File: src/rtl/q_writeback_if.sv
// Handshake, update payload and BRAM port bundle for the Q-learning writeback stage.
// The slave modport is the writeback block; the master modport is the pipeline/BRAM side.
interface q_writeback_if #(
    parameter int STATE_WIDTH  = 6,
    parameter int ACTION_WIDTH = 2,
    parameter int SUM_WIDTH    = 24,
    parameter int DATA_WIDTH   = 8
);
    logic                                i_valid;
    logic                                o_ready;
    logic [STATE_WIDTH-1:0]              i_state;
    logic [ACTION_WIDTH-1:0]             i_action;
    logic [SUM_WIDTH-1:0]                i_sum;
    logic [STATE_WIDTH+ACTION_WIDTH-1:0] o_q_addr;
    logic                                o_q_we;
    logic [DATA_WIDTH-1:0]               o_q_wdata;
    logic [STATE_WIDTH-1:0]              o_qmax_addr;
    logic                                o_qmax_we;
    logic [DATA_WIDTH-1:0]               o_qmax_wdata;
    logic [DATA_WIDTH-1:0]               i_qmax_rdata;
    logic                                o_done;
    logic                                o_qmax_upd;

    modport slave (
        input  i_valid, i_state, i_action, i_sum, i_qmax_rdata,
        output o_ready, o_q_addr, o_q_we, o_q_wdata,
               o_qmax_addr, o_qmax_we, o_qmax_wdata, o_done, o_qmax_upd
    );

    modport master (
        output i_valid, i_state, i_action, i_sum, i_qmax_rdata,
        input  o_ready, o_q_addr, o_q_we, o_q_wdata,
               o_qmax_addr, o_qmax_we, o_qmax_wdata, o_done, o_qmax_upd
    );
endinterface

File: src/rtl/q_writeback.sv
// Q-learning writeback: round/saturate the Q12.12 sum to Q4.4, write Q[s,a], and
// read-compare-write Qmax[s] so it tracks the largest value ever written for s.
//
// state   | meaning
// --------+-----------------------------------------------------------
// IDLE    | ready for an update; o_done pulses here after a commit
// WR_Q    | Q table write strobe high, Qmax read issued at s
// CMP     | Qmax read data valid, compare against q_new
// WR_QMAX | Qmax table write strobe high with q_new
module q_writeback #(
    parameter int STATE_WIDTH  = 6,
    parameter int ACTION_WIDTH = 2,
    parameter int SUM_WIDTH    = 24,
    parameter int FRAC_IN      = 12,
    parameter int DATA_WIDTH   = 8,
    parameter int FRAC_OUT     = 4
) (
    input  logic          i_clk,
    input  logic          i_rst_n,
    q_writeback_if.slave  bus
);
    localparam int SHIFT = FRAC_IN - FRAC_OUT;
    localparam int TW    = SUM_WIDTH - SHIFT + 1;
    localparam int AW    = STATE_WIDTH + ACTION_WIDTH;

    typedef enum logic [1:0] {
        IDLE    = 2'd0,
        WR_Q    = 2'd1,
        CMP     = 2'd2,
        WR_QMAX = 2'd3
    } state_t;

    state_t                  state_q, state_d;
    logic [DATA_WIDTH-1:0]   q_new_q, q_new_d;
    logic [AW-1:0]           q_addr_q, q_addr_d;
    logic                    q_we_q, q_we_d;
    logic [STATE_WIDTH-1:0]  qmax_addr_q, qmax_addr_d;
    logic                    qmax_we_q, qmax_we_d;
    logic [DATA_WIDTH-1:0]   qmax_wdata_q, qmax_wdata_d;
    logic                    done_q, done_d;
    logic                    upd_q, upd_d;

    logic [TW-1:0]           t_round;
    logic [DATA_WIDTH-1:0]   q_conv;
    logic                    unused_sum_lsbs;

    // One extra bit on the rounded value keeps the round-up carry from wrapping.
    always_comb begin
        t_round = {1'b0, bus.i_sum[SUM_WIDTH-1:SHIFT]} + TW'(bus.i_sum[SHIFT-1]);
        q_conv  = (|t_round[TW-1:DATA_WIDTH]) ? '1 : t_round[DATA_WIDTH-1:0];
    end

    assign unused_sum_lsbs = ^bus.i_sum[SHIFT-2:0];

    always_comb begin
        state_d      = state_q;
        q_new_d      = q_new_q;
        q_addr_d     = q_addr_q;
        q_we_d       = 1'b0;
        qmax_addr_d  = qmax_addr_q;
        qmax_we_d    = 1'b0;
        qmax_wdata_d = qmax_wdata_q;
        done_d       = 1'b0;
        upd_d        = 1'b0;
        unique case (state_q)
            IDLE: begin
                if (bus.i_valid) begin
                    q_new_d     = q_conv;
                    q_addr_d    = {bus.i_state, bus.i_action};
                    qmax_addr_d = bus.i_state;
                    q_we_d      = 1'b1;
                    state_d     = WR_Q;
                end
            end
            WR_Q: begin
                state_d = CMP;
            end
            CMP: begin
                // Equal values leave Qmax untouched.
                if (q_new_q > bus.i_qmax_rdata) begin
                    qmax_we_d    = 1'b1;
                    qmax_wdata_d = q_new_q;
                    state_d      = WR_QMAX;
                end else begin
                    done_d  = 1'b1;
                    state_d = IDLE;
                end
            end
            WR_QMAX: begin
                done_d  = 1'b1;
                upd_d   = 1'b1;
                state_d = IDLE;
            end
            default: state_d = IDLE;
        endcase
    end

    always_ff @(posedge i_clk) begin
        if (!i_rst_n) begin
            state_q      <= IDLE;
            q_new_q      <= '0;
            q_addr_q     <= '0;
            q_we_q       <= 1'b0;
            qmax_addr_q  <= '0;
            qmax_we_q    <= 1'b0;
            qmax_wdata_q <= '0;
            done_q       <= 1'b0;
            upd_q        <= 1'b0;
        end else begin
            state_q      <= state_d;
            q_new_q      <= q_new_d;
            q_addr_q     <= q_addr_d;
            q_we_q       <= q_we_d;
            qmax_addr_q  <= qmax_addr_d;
            qmax_we_q    <= qmax_we_d;
            qmax_wdata_q <= qmax_wdata_d;
            done_q       <= done_d;
            upd_q        <= upd_d;
        end
    end

    assign bus.o_ready      = (state_q == IDLE);
    assign bus.o_q_addr     = q_addr_q;
    assign bus.o_q_we       = q_we_q;
    assign bus.o_q_wdata    = q_new_q;
    assign bus.o_qmax_addr  = qmax_addr_q;
    assign bus.o_qmax_we    = qmax_we_q;
    assign bus.o_qmax_wdata = qmax_wdata_q;
    assign bus.o_done       = done_q;
    assign bus.o_qmax_upd   = upd_q;
endmodule

File: src/flat_wrapper.sv
// flat-port wrapper written by rule: the top's interface ports become plain ports
module q_writeback_flat 
#(
    parameter int STATE_WIDTH  = 6,
    parameter int ACTION_WIDTH = 2,
    parameter int SUM_WIDTH    = 24,
    parameter int FRAC_IN      = 12,
    parameter int DATA_WIDTH   = 8,
    parameter int FRAC_OUT     = 4
)
  (i_clk, i_rst_n, bus_i_valid, bus_i_state, bus_i_action, bus_i_sum, bus_i_qmax_rdata, bus_o_ready, bus_o_q_addr, bus_o_q_we, bus_o_q_wdata, bus_o_qmax_addr, bus_o_qmax_we, bus_o_qmax_wdata, bus_o_done, bus_o_qmax_upd);
  q_writeback_if #(.STATE_WIDTH(STATE_WIDTH), .ACTION_WIDTH(ACTION_WIDTH), .SUM_WIDTH(SUM_WIDTH), .DATA_WIDTH(DATA_WIDTH)) bus_i ();
  input  logic i_clk;
  input  logic i_rst_n;
  input wire logic [$bits(bus_i.i_valid)-1:0] bus_i_valid;
  input wire logic [$bits(bus_i.i_state)-1:0] bus_i_state;
  input wire logic [$bits(bus_i.i_action)-1:0] bus_i_action;
  input wire logic [$bits(bus_i.i_sum)-1:0] bus_i_sum;
  input wire logic [$bits(bus_i.i_qmax_rdata)-1:0] bus_i_qmax_rdata;
  output wire logic [$bits(bus_i.o_ready)-1:0] bus_o_ready;
  output wire logic [$bits(bus_i.o_q_addr)-1:0] bus_o_q_addr;
  output wire logic [$bits(bus_i.o_q_we)-1:0] bus_o_q_we;
  output wire logic [$bits(bus_i.o_q_wdata)-1:0] bus_o_q_wdata;
  output wire logic [$bits(bus_i.o_qmax_addr)-1:0] bus_o_qmax_addr;
  output wire logic [$bits(bus_i.o_qmax_we)-1:0] bus_o_qmax_we;
  output wire logic [$bits(bus_i.o_qmax_wdata)-1:0] bus_o_qmax_wdata;
  output wire logic [$bits(bus_i.o_done)-1:0] bus_o_done;
  output wire logic [$bits(bus_i.o_qmax_upd)-1:0] bus_o_qmax_upd;
  assign bus_i.i_valid = bus_i_valid;
  assign bus_i.i_state = bus_i_state;
  assign bus_i.i_action = bus_i_action;
  assign bus_i.i_sum = bus_i_sum;
  assign bus_i.i_qmax_rdata = bus_i_qmax_rdata;
  assign bus_o_ready = bus_i.o_ready;
  assign bus_o_q_addr = bus_i.o_q_addr;
  assign bus_o_q_we = bus_i.o_q_we;
  assign bus_o_q_wdata = bus_i.o_q_wdata;
  assign bus_o_qmax_addr = bus_i.o_qmax_addr;
  assign bus_o_qmax_we = bus_i.o_qmax_we;
  assign bus_o_qmax_wdata = bus_i.o_qmax_wdata;
  assign bus_o_done = bus_i.o_done;
  assign bus_o_qmax_upd = bus_i.o_qmax_upd;
  q_writeback #(.STATE_WIDTH(STATE_WIDTH), .ACTION_WIDTH(ACTION_WIDTH), .SUM_WIDTH(SUM_WIDTH), .FRAC_IN(FRAC_IN), .DATA_WIDTH(DATA_WIDTH), .FRAC_OUT(FRAC_OUT)) u_core (.i_clk(i_clk), .i_rst_n(i_rst_n), .bus(bus_i));
endmodule
File: config.mk
export PLATFORM = sky130hd
export DESIGN_NAME = q_writeback_flat
export DESIGN_NICKNAME = d
export VERILOG_FILES = /design/src/rtl/q_writeback_if.sv /design/src/rtl/q_writeback.sv /design/src/flat_wrapper.sv
export SDC_FILE = /design/constraint.sdc
export NUM_CORES = 1
export LEC_CHECK = 0
export CORE_UTILIZATION = 40
export DETAILED_ROUTE_END_ITERATION = 7
export PLACE_DENSITY = 0.82
export SLEW_MARGIN = 20
export SYNTH_ARGS = -nofsm -noshare
export SYNTH_HDL_FRONTEND = slang
export SYNTH_SLANG_ARGS = --single-unit
File: constraint.sdc
create_clock -name i_clk -period 2.64 [get_ports i_clk]
set_input_delay 0.528 -clock i_clk [delete_from_list [all_inputs] [get_ports i_clk]]
set_output_delay 0.528 -clock i_clk [all_outputs]
set_load 0.01 [all_outputs]
# == Word-level counts from Yosys, hierarchy flattened ==
# Index checks and enable logic that the tools add are counted.
# totals
regBits,36
inputBits,43
output_inout_bits,35
elab_cells,30
# op_classes
n_addsub,1
n_lt_le_gt_ge,1
eq_ne,4
mux,9
n_reduce_logical,6
# ops
cell,n
adder 16 x 1 -> 17 bit,1
OR reduction 9 bit,1
> comparator 8 bit,1
two-way mux 8 bit,1
case mux 2 bit (4 select lines),1
AND reduction 2 bit,4
== test 2 bit (second input constant),2
two-way mux 1 bit,4
two-way mux 2 bit,2
== test 2 x 1 -> 1 bit (second input constant),1
zero test 2 bit,1
!= test 2 bit (second input constant),1
case mux 1 bit (2 select lines),1

# == Depth between registers and ports, before layout ==
# Gate-level depths: netlist of the first run.
# depth
ltp_word,3
depth_mapped,8
depth_no_buf,7

# == Worst setup path after synthesis of the first run ==
# Ideal clock, no wire load.
# synth_timing
kind,in2reg
startpoint,input bus_i_sum[7]
endpoint,register u_core.q_new_q[0] (netlist: u_core.bus.o_q_wdata[0])
setup_time_ps,132
t_arrival_ps,2198
required_ps,2508
setup_slack_ps,310
stages,7
path_buffers,0
cell_sequence,ha_1 > ha_1 > nand3_1 > nor4_1 > mux2_2 > nor4b_4 > a21oi_1
# synth_between
elab_chain_cells,3
# synth_lines
element,line_no,source
start: declaration,flat_wrapper.sv:18,input wire logic [$bits(bus_i.i_sum)-1:0] bus_i_sum;
adder 16 x 1 -> 17 bit *,q_writeback.sv:49,"t_round = {1'b0, bus.i_sum[SUM_WIDTH-1:SHIFT]} + TW'(bus.i_sum[SHIFT-1]);"
OR reduction 9 bit,q_writeback.sv:50,q_conv = (|t_round[TW-1:DATA_WIDTH]) ? '1 : t_round[DATA_WIDTH-1:0];
two-way mux 8 bit *,q_writeback.sv:50,
end signal: assignment,q_writeback.sv:111,q_new_q <= q_new_d;
end: declaration,q_writeback.sv:34,"logic [DATA_WIDTH-1:0] q_new_q, q_new_d;"
# Every way passes the cells marked *; elsewhere a longest branch is shown, timed or not.
# A chain may end at the register's enable or synchronous reset.

# == Final worst setup path of the first run ==
# layout_timing
startpoint,input bus_i_sum[7]
endpoint,register u_core.q_new_q[2] (netlist: u_core.bus.o_q_wdata[2])
# The elaborated chain is that of the path after synthesis.

==> impl_results.md, run 1 <==
- Status: finished, final reports clean
- Power density over cell area: 452 nW/um2
- Initial antenna violation count: 0
- CTS root buffer: clkbuf_8
- Yosys warnings: 0
- Final hold violation count: 0
- Fmax: 401 MHz
- Maximum vdd drop: 0.000266 V
- Worst min-delay path class: register to register
- Mean Syn Cell Area: 8.49 um2
- IO Count: 78
- Clk buf depth: 2
- Latest clock arrival within the worst-skew pair: 280 ps
- Unrepaired setup endpoints after global routing: no
- Overflow after GRT: 0
- Total Wirelength: 3760 um
- Initial DRC Count: 100
- Setup crit end kind: register
- Distinct cells, synth: 34
- Routability cong.: 0.863
- Placement Setup Slack: -150 ps
- Site row count: 22
- Final setup fails: 0
- Seq cells post-synth: 30
- Die Y: 65.3 um
- IO Port Bufs: 70
- Worst EP required: 2800 ps
- Global-route wire length before repair: 6510 um
- Cell Area, Synth: 1600 um2
- Vias in the first global route: 1511
- Worst Setup Path Type: input pin to register
- Setup TNS: 0 ps
- Final Cycle Share: 94.4%
- Worst Slack Setup Final: 147 ps
- Placed insts: 309
- CTS clk-pin slew, worst paths: 60 ps
- GRT Util Overall: 19.7%
- Die Wd: 65.3 um
- Pin count of the biggest net entering global routing: 38
- Mapped Nets: 242
- Seq/Total Area, Yosys: 37.4%
- Initial Util: 42.8%
- CTS resizes: 0
- Cell leakage power: 0.983 nW
- Post-Synthesis Cells: 189
- DR vias/cell: 5.05
- Pre-antenna DRT Iters: 4
- Ant. Diodes: 0
- Worst slew margin: 63.6%
- Remaining routing DRC violations: 0
- Fin crit period: 2490 ps
- Max Clock Skew: 5.70 ps
- CTS Buf Count: 5
- Clk sink count: 30
- Share of cells above drive strength 1: 10.1%
- Routed wire per std cell: 11.9 um
- Hold_buf cts: 0
- HPWL after detailed placement: 3040 um
- Total power: 1.12 mW
- CTS tree: done
- Max cap viols: 0
- Area Overhead vs Synth: 55.2%
- Critical path launch point type: input pin
- Worst-margin pin slew: 545 ps
- H-tree Lvls: 2
- Worst hold margin: 458 ps
- Core ar.: 3740 um2
- Antenna-violating nets left: 0
- DR vias: 1596
- Final nets: 321
- Non-filler cells, final: 316
- Setup repair bufs after CTS: 0
- WP data arrival: 2650 ps
- Crit Path Max Fanout: 8
- Slew Viols, Final: 0
- Die area: 4270 um2
-- cells in the final DEF (no fill, tap or decap), types with 2 or more instances in the layout --
cell type	n
nor4_1	3
and3_1	3
mux2i_1	8
clkbuf_8	5
nand2_1	36
o21ai_0	10
a21boi_0	8
xnor2_1	5
ha_1	10
inv_1	11
dfxtp_1	30
nand4_1	7
clkdlybuf4s50_1	70
nor2b_1	2
clkinv_2	2
xor2_1	5
and4_1	2
buf_4	15
and2_1	2
a21oi_1	10
nand3_1	5
a21o_1	2
nor2_1	4
-- through the flow --
step / area, um2 / utilization (%)
floorplan: 1600 / -
global placement: 2410 / 64.4
detailed placement: 2410 / 64.4
CTS: 2490 / 66.5
global route: 2490 / 66.5
finish: 2490 / 66.5
-- final timing paths --
| check | slack [ps] | cells past startpoint | from | endpoint |
|---|---|---|---|---|
| worst max-delay path | 150 | 9 | bus_i_sum[7] | u_core.bus.o_q_wdata[2]$_SDFFE_PN0P_ |
| worst min-delay path | 460 | 2 | u_core.bus.o_qmax_wdata[6]$_SDFFE_PN0P_ | u_core.bus.o_qmax_wdata[6]$_SDFFE_PN0P_ |
| worst max register to register | 700 | 6 | u_core.bus.o_q_wdata[1]$_SDFFE_PN0P_ | u_core.bus.o_done$_SDFF_PN0_ |
| worst min register to register | 460 | 2 | u_core.bus.o_qmax_wdata[6]$_SDFFE_PN0P_ | u_core.bus.o_qmax_wdata[6]$_SDFFE_PN0P_ |
-- sequential cells by signal, indices dropped and copies added, names as in the netlist --
| register | flops |
|---|---|
| u_core.state_q | 2 |
| u_core.bus.o_qmax_upd | 1 |
| u_core.bus.o_qmax_wdata | 8 |
| u_core.bus.o_qmax_addr | 6 |
| u_core.bus.o_done | 1 |
| u_core.bus.o_q_we | 1 |
| u_core.bus.o_qmax_we | 1 |
| u_core.bus.o_q_addr | 2 |
| u_core.bus.o_q_wdata | 8 |
-- routing by layer --
layer  up-vias  wire [um]  global-route usage, %
met5         -          0                      0
met4         0         38                   7.61
met3         5        237                   5.21
met2        56       1940                   35.3
met1       722       1540                   21.9
li1        813          -                      -
-- synthesized netlist by cell type --
cell type   n  area share (%)
a21o_1      2            0.94
inv_1      11             2.6
nor2_1      4            0.94
and4_1      2             1.1
a311oi_1    1            0.55
and3_1      3             1.2
a211oi_1    1            0.47
dfxtp_1    30              37
buf_2       1            0.31
nand2b_1    1            0.39
and3_4      1            0.70
buf_4       6             2.8
o21a_1      1            0.47
clkbuf_1    6             1.4
nor4_1      4             1.6
a21oi_1    10             3.1
mux2i_1     8             5.0
nand3_1     5             1.6
nand4_1     7             2.7
or4_1       1            0.47
ha_1       10             7.8
a31oi_1     1            0.39
nand2_1    36             8.4
and2_1      2            0.78
nand2_2     1            0.39
nor2b_1     2            0.78
mux2_2      1            0.70
a21boi_0    8             3.7
a2111o_1    1            0.70
o2111ai_1   1            0.55
nor4b_4     1             1.5
xor2_1      5             2.7
o21ai_0    10             3.1
xnor2_1     5             2.7
-- area by class of cell --
cell class	instances	area (um2)
Timing Repair Buffer	85	813
Fill cell	326	1250
Sequential cell	30	601
Clock buffer	5	68.8
Inverter	11	41.3
Tap cell	48	60.1
Multi-Input combinational cell	135	896
Clock inverter	2	10.0
-- cell families (layout without fill, tap and decap cells) --
logic type / Yosys count / after routing / share of synthesized area, %
xor+xnor: 10 / 10 / 5.46
simple gates: 70 / 70 / 22.5
flops: 30 / 30 / 37.4
fa+ha+maj: 10 / 10 / 7.80
buf+inv: 24 / 103 / 7.10
mux: 9 / 9 / 5.69
compound gates: 36 / 36 / 14.0
-- worst max-delay path: stages --
cell,delay [ps]
clkdlybuf4s50_1,460
ha_1,160
ha_1,170
nand3_1,100
nor4_1,300
mux2_2,390
nor4b_4,260
buf_4,190
a21oi_1,70
-- report_power, final --
part | switching, mW | total, mW | internal [mW]
Combinational | 0.123 | 0.287 | 0.164
Clock | 0.157 | 0.333 | 0.176
Sequential | 0.0244 | 0.505 | 0.481
Total | 0.304 | 1.12 | 0.821
Power figures use the tool's default switching activity.
==> inputs of run 2 (changes only) <==
==> constraint.sdc (replaced) <==
create_clock -name i_clk -period 2.4 [get_ports i_clk]
set_input_delay 0.48 -clock i_clk [delete_from_list [all_inputs] [get_ports i_clk]]
set_output_delay 0.48 -clock i_clk [all_outputs]
set_load 0.01 [all_outputs]
==> impl_results.md, run 2 (synthesized netlist as in run 1, its figures left out) <==
- CTS Buf Count: 5
- Initial Util: 42.8%
- Utilization after layout: 70.7%
- Clk buf depth: 2
- Die area: 4270 um2
- Area Overhead vs Synth: 65.1%
- Most common cell after layout, fill and taps aside: clkdlybuf4s50_1
- Worst-margin pin slew: 586 ps
- IO Count: 78
- Die Y: 65.3 um
- DR vias/cell: 5.03
- Die Wd: 65.3 um
- Remaining routing DRC violations: 0
- Vias in the first global route: 1565
- Reg2reg start: u_core.bus.o_q_wdata[1]$_SDFFE_PN0P_
- Placed cell area: 2460 um2
- R2R depth: 7
- Fin crit period: 2300 ps
- Clk sink count: 30
- Worst hold path startpoint: u_core.bus.o_qmax_wdata[1]$_SDFFE_PN0P_
- Latest clock arrival within the worst-skew pair: 280 ps
- Unrepaired setup endpoints after global routing: no
- Antenna-violating nets left: 0
- HPWL after detailed placement: 3140 um
- CTS tree: done
- WP data arrival: 2510 ps
- DR vias: 1631
- Total power: 1.52 mW
- Share of cells above drive strength 1: 14.1%
- CP max stage delay: 450 ps
- H-tree Lvls: 2
- Worst Setup Path Type: input pin to register
- Initial DRC Count: 58
- Final hold violation count: 0
- Slew Viols, Final: 0
- Status: finished, final reports clean
- Setup repair bufs after CTS: 0
- IO Port Bufs: 70
- Hold path cells: 2
- Max Clock Skew: 4.68 ps
- CTS clk-pin slew, worst paths: 60 ps
- CP Cell Sequence: clkdlybuf4s50_1 -> inv_1 -> ha_1 -> nor2b_1 -> o2111ai_1 -> and3_1 -> nor4_4 -> buf_4 -> mux2i_1
- Setup crit end kind: register
- Crit Path Max Fanout: 8
- Routed wire per std cell: 12.7 um
- Worst slew margin: 60.9%
- Site row count: 22
- Global-route wire length before repair: 6710 um
- Max cap viols: 0
- R2R Setup Slk: 440 ps
- Overflow after GRT: 0
- Critical path launch point type: input pin
- Pre-antenna DRT Iters: 4
- Worst min-delay path class: register to register
- Cell leakage power: 1.07 nW
- Total Wirelength: 4130 um
- WHS Endpoint: u_core.bus.o_qmax_wdata[1]$_SDFFE_PN0P_
- Final nets: 328
- Maximum vdd drop: 0.000225 V
- Final Cycle Share: 95.8%
- Design area: 2650 um2
- Worst EP required: 2610 ps
- CTS root buffer: clkbuf_8
- Core ar.: 3740 um2
- GRT Util Overall: 20.6%
- Placement Setup Slack: -358 ps
- Worst Slack Setup Final: 101 ps
- Routability cong.: 0.845
- Hold_buf cts: 0
- R2r endpoint: u_core.bus.o_qmax_wdata[3]$_SDFFE_PN0P_
- Initial antenna violation count: 0
- Power density over cell area: 573 nW/um2
- Most frequent cells in the layout: clkdlybuf4s50_1, nand2_1, dfxtp_1
- Ant. Diodes: 0
- Final setup fails: 0
- Pin count of the biggest net entering global routing: 38
- Slowest CP cell: clkdlybuf4s50_1
- Fmax: 435 MHz
==> run 2: cell count changes in the layout (fill, tap and decap cells not counted), moves of 2 or more <==
cell and change:
dlymetal6s2s_1 +3, clkinv_2 -2, bufinv_16 +2, buf_4 +7
clkdlybuf4s50_1 -3, ha_1 -2
==> run 2: worst max-delay path by stage <==
stage	slack, ps	startpoint	end
final	100	bus_i_qmax_rdata[1]	u_core.bus.o_qmax_wdata[3]$_SDFFE_PN0P_
after global routing	10	bus_i_qmax_rdata[1]	u_core.bus.o_qmax_wdata[3]$_SDFFE_PN0P_
after CTS	30	bus_i_sum[7]	u_core.bus.o_q_wdata[1]$_SDFFE_PN0P_
after detailed placement	-360	bus_i_sum[7]	u_core.bus.o_q_wdata[4]$_SDFFE_PN0P_
after global placement	-290	bus_i_sum[7]	u_core.bus.o_q_wdata[2]$_SDFFE_PN0P_
after floorplan	120	bus_i_sum[7]	u_core.bus.o_q_wdata[0]$_SDFFE_PN0P_
==> run 2: metrics by stage <==
stage | hold slack, ps | setup TNS (ps) | std cells
final | 461 | 0 | 324
after global routing | 483 | 0 | 324
after CTS | 463 | 0 | 324
after detailed placement | 455 | -4490 | 316
after global placement | 443 | -3220 | 316
after floorplan | 463 | 0 | 189
==> run 2: area by class of cell <==
type,count,area [um2]
fillers,308,1100
multi-input cells,135,930
repair buffers,92,873
flip-flops and latches,30,601
clock buffers,6,82.6
clock inverters,2,60.1
well taps,48,60.1
inverters,11,41.3
==> run 2: what timing repair did <==
item / in CTS / in global routing
setup endpoints to repair: 8 / 13
pin swaps: 1 / 3
gates resized for setup: 1 / 8
==> run 2: critical path, delay by kind of cell <==
kind | cells | cell delay, ps
compound gates | 1 | 130
mux | 1 | 210
buf+inv | 3 | 720
fa+ha+maj | 1 | 280
simple gates | 3 | 680
==> run 2: power by group <==
part | total (mW) | internal, mW | leakage (nW) | switching, mW
Sequential | 0.557 | 0.529 | 0.246 | 0.0283
Clock | 0.625 | 0.442 | 0.0714 | 0.182
Combinational | 0.336 | 0.191 | 0.753 | 0.145
Total | 1.52 | 1.16 | 1.07 | 0.356
==> run 2: per-layer routing <==
metal	track usage (%)	up-vias	part of all wire (%)
li1	-	825	-
met1	23.4	741	43
met2	35.7	54	50
met3	5.90	11	5.3
met4	8.42	0	2.3
met5	0	-	0
==> inputs of run 3 (changes only) <==
--- a/config.mk
+++ b/config.mk
@@ -5,6 +5,7 @@
 export SDC_FILE = /design/constraint.sdc
 export NUM_CORES = 1
 export LEC_CHECK = 0
+export CORE_MARGIN = 2
 export CORE_UTILIZATION = 40
 export DETAILED_ROUTE_END_ITERATION = 7
 export PLACE_DENSITY = 0.82
==> impl_results.md, run 3 (synthesized netlist as in run 1, its figures left out) <==
- Routed wire per std cell: 12.8 um
- Total Wirelength: 4150 um
- Site row count: 23
- Clk buf depth: 2
- Die area: 4530 um2
- Worst slew margin: 64.0%
- CTS tree: done
- Max Clock Skew: 3.12 ps
- Power density over cell area: 501 nW/um2
- Unrepaired setup endpoints after global routing: no
- CP Cell Sequence: clkdlybuf4s50_1 -> inv_1 -> ha_1 -> nor2b_1 -> o2111ai_1 -> and3_1 -> or4_1 -> nor2b_1
- Most common cell after layout, fill and taps aside: clkdlybuf4s50_1
- Initial antenna violation count: 0
- Pre-antenna DRT Iters: 4
- Reg2reg start: u_core.bus.o_q_wdata[0]$_SDFFE_PN0P_
- Routability cong.: 0.812
- Status: finished, final reports clean
- Critical Path Most Common Cell: nor2b_1
- Placed cell area: 2450 um2
- Worst Setup Path Type: input pin to register
- Final Cycle Share: 93.8%
- Remaining routing DRC violations: 0
- Vias in the first global route: 1554
- Final setup fails: 0
- Slowest CP cell: or4_1
- Max cap viols: 0
- H-tree Lvls: 2
- Initial DRC Count: 66
- WP data arrival: 2430 ps
- Critical path launch point type: input pin
- Die Y: 67.3 um
- Total power: 1.30 mW
- Antenna-violating nets left: 0
- Hold_buf cts: 0
- CTS clk-pin slew, worst paths: 60 ps
- CTS root buffer: clkbuf_8
- Setup repair bufs after CTS: 0
- Share of cells above drive strength 1: 12.8%
- IO Count: 78
- Core ar.: 3940 um2
- Latest clock arrival within the worst-skew pair: 280 ps
- Initial Util: 40.7%
- Global-route wire length before repair: 6490 um
- Crit path max-delay family: simple AND/OR/NAND/NOR gates
- Design area: 2590 um2
- Worst EP required: 2580 ps
- GRT Util Overall: 19.0%
- Worst-margin pin slew: 540 ps
- Area Overhead vs Synth: 61.5%
- Final nets: 326
- DR vias/cell: 5.01
- Setup crit end kind: register
- Cell leakage power: 1.04 nW
- Worst hold path startpoint: u_core.bus.o_qmax_wdata[1]$_SDFFE_PN0P_
- Worst min-delay path class: register to register
- Buf/Inv on CP: 2
- HPWL after detailed placement: 3220 um
- Crit Path Max Fanout: 3
- Pin count of the biggest net entering global routing: 38
- Fmax: 444 MHz
- IO Port Bufs: 70
- Slew Viols, Final: 0
- Overflow after GRT: 0
- CTS Buf Count: 5
- CP max stage delay: 570 ps
- Final hold violation count: 0
- Maximum vdd drop: 0.000228 V
- DR vias: 1623
- Die Wd: 67.3 um
- Ant. Diodes: 0
- Fin crit period: 2250 ps
- Clk sink count: 30
- Crit path launch: bus_i_qmax_rdata[1]
- Most frequent cells in the layout: clkdlybuf4s50_1, nand2_1, dfxtp_1
run 3: cell types whose count changed in the layout (fill, tap and decap cells not counted):
cell       change
a21oi_1        +1
a21oi_2        -1
buf_4          -4
buf_6          +2
bufinv_16      -2
clkbuf_1       +1
clkinv_2       +1
mux2_2         -1
mux2_4         +1
run 3: stage by stage:
step / hold WS, ps / cells / worst slack (ps) / utilization (%) / setup TNS (ps)
6_report: 455 / 324 / 150 / 65.7 / 0
5_1_grt: 472 / 324 / 18.7 / 65.7 / 0
4_1_cts: 459 / 324 / 3.02 / 64.7 / 0
3_5_place_dp: 450 / 316 / -333 / 62.2 / -3980
3_3_place_gp: 443 / 316 / -283 / 62.2 / -3460
2_1_floorplan: 463 / 189 / 118 / - / 0
run 3: power by group:
| group | internal, mW | switching (mW) |
|---|---|---|
| Sequential | 0.529 | 0.0286 |
| Combinational | 0.186 | 0.144 |
| Clock | 0.231 | 0.181 |
| Total | 0.946 | 0.353 |
run 3: layout make-up:
cell class              instances  area (um2)
repair buffers                 90         866
fillers                       340        1350
well taps                      50        62.6
clock inverters                 1        5.00
clock buffers                   7        86.3
flip-flops and latches         30         601
inverters                      11        41.3
multi-input cells             135         930
run 3: final timing paths:
kind / slack, ps / cells after the start / end
max: 150 / 8 / u_core.bus.o_done$_SDFF_PN0_
min: 450 / 2 / u_core.bus.o_qmax_wdata[1]$_SDFFE_PN0P_
max reg2reg: 470 / 7 / u_core.bus.o_done$_SDFF_PN0_
min reg2reg: 450 / 2 / u_core.bus.o_qmax_wdata[1]$_SDFFE_PN0P_
run 3: worst min-delay path, stage by stage, from the launching register on:
cell	delay (ps)
dfxtp_1	310
nand2_1	50
mux2i_1	50
run 3: repair_timing:
item,4_1_cts,5_1_grt
setup endpoints to repair,8,15
pin swaps,1,3
gates resized for setup,2,9
run 3: routing by layer:
metal	vias to the layer above	GRT usage, %	share of wire (%)
li1	820	-	-
met3	10	5.67	6.4
met2	56	35.1	52
met4	0	9.18	2.3
met5	-	0	0
met1	737	19.4	39
